## src/rtl/clock_domain_import_fifo.sv

```systemverilog
// Destination side of a two-wire valid/ack CDC: synchronizes the request, queues each word
// in a small FIFO and holds off ack while full. Optional: CLOCK_DOMAIN_IMPORT_DROP_EN.
module clock_domain_import_fifo #(
    parameter int SIZE        = 8,
    parameter int DEPTH       = 4,
    parameter int SYNC_STAGES = 2
) (
    input  logic                     clk,
    input  logic                     rst_n,
    input  logic [SIZE-1:0]          handshake_data,
    input  logic                     handshake_valid,
    output logic                     handshake_ack,
    output logic [SIZE-1:0]          out_data,
    output logic                     out_valid,
    input  logic                     out_ready,
    output logic [$clog2(DEPTH):0]   level,
    output logic                     overflow
);
    localparam int AW = $clog2(DEPTH);
    localparam logic [AW:0] ONE = (AW+1)'(1);

    typedef enum logic {IDLE, ACKED} state_t;

    state_t                 state, state_n;
    logic [SYNC_STAGES-1:0] vld_pipe;
    logic                   vs;
    logic [SIZE-1:0]        mem [DEPTH];
    logic [AW:0]            wr_ptr, rd_ptr, level_q;
    logic                   empty, full, push, pop;

    assign vs = vld_pipe[SYNC_STAGES-1];

    always_ff @(posedge clk or negedge rst_n) begin
        if (!rst_n) vld_pipe <= '0;
        else        vld_pipe <= {vld_pipe[SYNC_STAGES-2:0], handshake_valid};
    end

    assign empty = (wr_ptr == rd_ptr);
    assign full  = (wr_ptr[AW] != rd_ptr[AW]) && (wr_ptr[AW-1:0] == rd_ptr[AW-1:0]);
    assign pop   = !empty && out_ready;

`ifdef CLOCK_DOMAIN_IMPORT_DROP_EN
    logic drop;

    always_comb begin
        state_n = state;
        push    = 1'b0;
        drop    = 1'b0;
        case (state)
            IDLE:  if (vs) begin
                       state_n = ACKED;
                       push    = !full;
                       drop    = full;
                   end
            ACKED: if (!vs) state_n = IDLE;
            default: state_n = IDLE;
        endcase
    end

    // Sticky: once a word has been lost, only reset clears it.
    always_ff @(posedge clk or negedge rst_n) begin
        if (!rst_n)    overflow <= 1'b0;
        else if (drop) overflow <= 1'b1;
    end
`else
    always_comb begin
        state_n = state;
        push    = 1'b0;
        case (state)
            // Full test uses pre-pop state: a same-cycle pop does not free a slot.
            IDLE:  if (vs && !full) begin
                       state_n = ACKED;
                       push    = 1'b1;
                   end
            ACKED: if (!vs) state_n = IDLE;
            default: state_n = IDLE;
        endcase
    end

    assign overflow = 1'b0;
`endif

    always_ff @(posedge clk or negedge rst_n) begin
        if (!rst_n) state <= IDLE;
        else        state <= state_n;
    end

    assign handshake_ack = (state == ACKED);

    always_ff @(posedge clk) begin
        if (push) mem[wr_ptr[AW-1:0]] <= handshake_data;
    end

    always_ff @(posedge clk or negedge rst_n) begin
        if (!rst_n) begin
            wr_ptr  <= '0;
            rd_ptr  <= '0;
            level_q <= '0;
        end else begin
            if (push) wr_ptr <= wr_ptr + ONE;
            if (pop)  rd_ptr <= rd_ptr + ONE;
            case ({push, pop})
                2'b10:   level_q <= level_q + ONE;
                2'b01:   level_q <= level_q - ONE;
                default: level_q <= level_q;
            endcase
        end
    end

    assign out_valid = !empty;
    assign out_data  = mem[rd_ptr[AW-1:0]];
    assign level     = level_q;

endmodule
```

## config.mk

```make
export PLATFORM = sky130hd
export DESIGN_NAME = clock_domain_import_fifo
export DESIGN_NICKNAME = d
export VERILOG_FILES = /design/src/rtl/clock_domain_import_fifo.sv
export SDC_FILE = /design/constraint.sdc
export NUM_CORES = 1
export LEC_CHECK = 0
export CAP_MARGIN = 5
export CORE_MARGIN = 2
export CORE_UTILIZATION = 53
export DETAILED_ROUTE_END_ITERATION = 12
export PLACE_DENSITY_LB_ADDON = 0.08
export SLEW_MARGIN = 20
export SYNTH_ARGS = -nofsm -noshare
export SYNTH_HDL_FRONTEND = slang
export SYNTH_SLANG_ARGS = --single-unit
```

## constraint.sdc

```tcl
create_clock -name clk -period 3.15 [get_ports clk]
set_input_delay 0.4725 -clock clk [delete_from_list [all_inputs] [get_ports clk]]
set_output_delay 0.4725 -clock clk [all_outputs]
set_load 0.005 [all_outputs]
```

==> results.toml <==
[run_status]
status = "complete, no violations"

[placement]
port_buffers = 24
gp_congestion = 0.7870
hpwl_um = 2082
pre_cts_ws_ns = 0.5723
dpl-instance-area_um2 = 2187

[clock_tree]
postCtsSetupRepairBufs = 0
cts_root_buf = "clkbuf_4"
clock-sinks = 44
tritoncts = "yes"
cts_buffers = 5
clock_path_buffers = 2
cts.htree.levels = 2
insertion_delay_ns = 0.36
post_cts_resized = 0
path_clk_slew_ns = 0.13
cts_hold_buffers = 0

[detailed_routing]
num_vias = 951
met1_length_um = 1310
wl_met2_um = 1492
drtIter0Drc = 32
first_pass_iters = 4
wl_met3_um = 159
via_per_inst = 5.343
drtAntennaViolNets = 0
top_layer = "met4"
wl_per_cell_um = 17.04
routed_wl_um = 3033
drcViolationCount = 0

[yosys]
avgSynthCellArea_um2 = 18.85
synth_seq_area_share = 0.6623
synth.top_cell.area_share = 0.5046
synth_edf_count = 32
netlist_instances = 101
netlist_area_um2 = 1904
synth_largest_area_cell = "edfxtp_1"
synth_most_common_cell = "edfxtp_1"
syn_nets = 120
synth_warnings = 0
synth_common_cells = "edfxtp_1 (32), dfrtp_1 (12), mux4_1 (8), xnor2_1 (7), ha_1 (6)"
synth_seq_cells = 44
synth_cell_types = 28
async_flop_share = 0.2727
synth_area_leaders = "edfxtp_1 (50%), dfrtp_1 (16%), mux4_1 (11%)"
synthFlopType = "edfxtp_1"

[setup_path]
critical_path_arrival_ns = 2.15
path_cells = "buf_4 > mux4_1 > clkdlybuf4s50_1"
critPathMaxStageDelay_ns = 0.58
required_ns = 2.68
path_class = "flip-flop to output port"
cp_num_buf_inv = 2
cp_max_fo = 8
cp-end-kind = "output port"
cp_top_family = "buffers and inverters"
r2r_slack_ns = 0.58
start_kind = "flip-flop"
cp_slowest_cell = "mux4_1"

[layout]
syn2layout_area_growth_pct = 19.32
utilization = 0.6704
multi_input_area_um2 = 594.3
drive_above_1_share = 0.1136
final-seq-area_um2 = 1261
final_area_um2 = 2272
final_nets = 150
antenna_cells = 0
num-fill-cells = 226

[global_route]
grt_pass1_wl_um = 4850
grt_max_degree = 16
grt_pass1_vias = 1003
grt-ovfl-total = 0
antenna_found_initial = 0
track_usage = 0.1671

[timing]
maxSlewHeadroom = 0.6426
slew_violations = 0
rsz0062_at_grt = "no"
hold_slack_ns = 0.3936
final.setup.tns_ns = 0
skew_ns = 0.003381
setup_viol = 0
period_share = 0.8315
timing.fmax_ghz = 0.3818
tightest_slew_ns = 0.5344
period_minus_slack_ns = 2.619
fin_ws_ns = 0.5306
hold_viol_final = 0

[floorplanning]
core_um2 = 3390
initial_core_util = 0.5618
die_h_um = 63.94
placementRows = 21
die_x_um = 63.94
fp.dieArea_um2 = 4088
io_pins = 26

[flow_run]
drv_cap = 0

[hold_path]
worstHoldPathType = "flip-flop to flip-flop"

[power_and_ir_drop]
powerDensity_nw_per_um2 = 910.7
p_leak_nw = 0.8387
peakVddDrop_mv = 0.5691
==> area by class of cell <==
| type | instances | share of cell area |
|---|---|---|
| Inverter | 5 | 0.008260 |
| Timing Repair Buffer | 26 | 0.1123 |
| Sequential cell | 44 | 0.5551 |
| Clock buffer | 5 | 0.01652 |
| Multi-Input combinational cell | 49 | 0.2616 |
| Clock inverter | 3 | 0.02093 |
| Tap cell | 46 | 0.02533 |
==> cell usage in the layout, fill, tap and decap left out, types with 2 or more instances in the layout <==
master | netlist | layout
inv_1 | 5 | 5
ha_1 | 6 | 6
nor2_1 | 2 | 2
nand2_1 | 4 | 4
clkbuf_4 | 0 | 5
xor2_1 | 3 | 3
mux4_1 | 8 | 8
clkinv_4 | 0 | 2
xnor2_1 | 7 | 7
and2_1 | 3 | 3
buf_4 | 1 | 2
clkdlybuf4s50_1 | 0 | 24
edfxtp_1 | 32 | 32
dfrtp_1 | 12 | 12
==> cell families (layout without fill, tap and decap cells) <==
family	Yosys count	count (layout)	synth area share
compound gates	8	8	0.04468
xor+xnor	11	11	0.05454
fa+ha+maj	7	7	0.04993
buf+inv	8	39	0.02563
flops	44	44	0.6623
mux	12	12	0.1353
other cells	1	1	0.001969
simple gates	10	10	0.02563
==> sequential cells by signal (all words and copies together) (netlist names) <==
register and count:
level 3, handshake_ack 1, mem 32, vld_pipe 2
rd_ptr 3, wr_ptr 3
==> worst paths after layout <==
check	startpoint	endpoint	cells after the start
max	rd_ptr[0]$_DFFE_PN0P_	out_data[4]	3
min	vld_pipe[0]$_DFF_PN0_	vld_pipe[1]$_DFF_PN0_	0
max reg2reg	rd_ptr[1]$_DFFE_PN0P_	level[2]$_DFFE_PN0P_	8
min reg2reg	vld_pipe[0]$_DFF_PN0_	vld_pipe[1]$_DFF_PN0_	0
max in group asynchronous	rst_n	wr_ptr[1]$_DFFE_PN0P_	1
min in group asynchronous	rst_n	rd_ptr[0]$_DFFE_PN0P_	1
==> where the power goes <==
part / switching (W) / total, W / internal [W]
logic: 0.000358 / 0.000827 / 0.000469
registers: 0.000133 / 0.000886 / 0.000753
clock network: 0.000187 / 0.000356 / 0.000170
total: 0.000677 / 0.00207 / 0.00139
==> metal layers <==
layer  up-vias  global-route usage
li1        451                   -
met1       467              0.2000
met2        25              0.2773
met3         8             0.05634
met4         0             0.06793
met5         -                   0
==> through the flow <==
stage	power [W]	std cells
CTS	0.002094	178
global placement	0.001711	170
floorplan	0.001414	101
global route	0.002199	178
finish	0.002069	178
detailed placement	0.001735	170
Power figures use the tool's default switching activity.
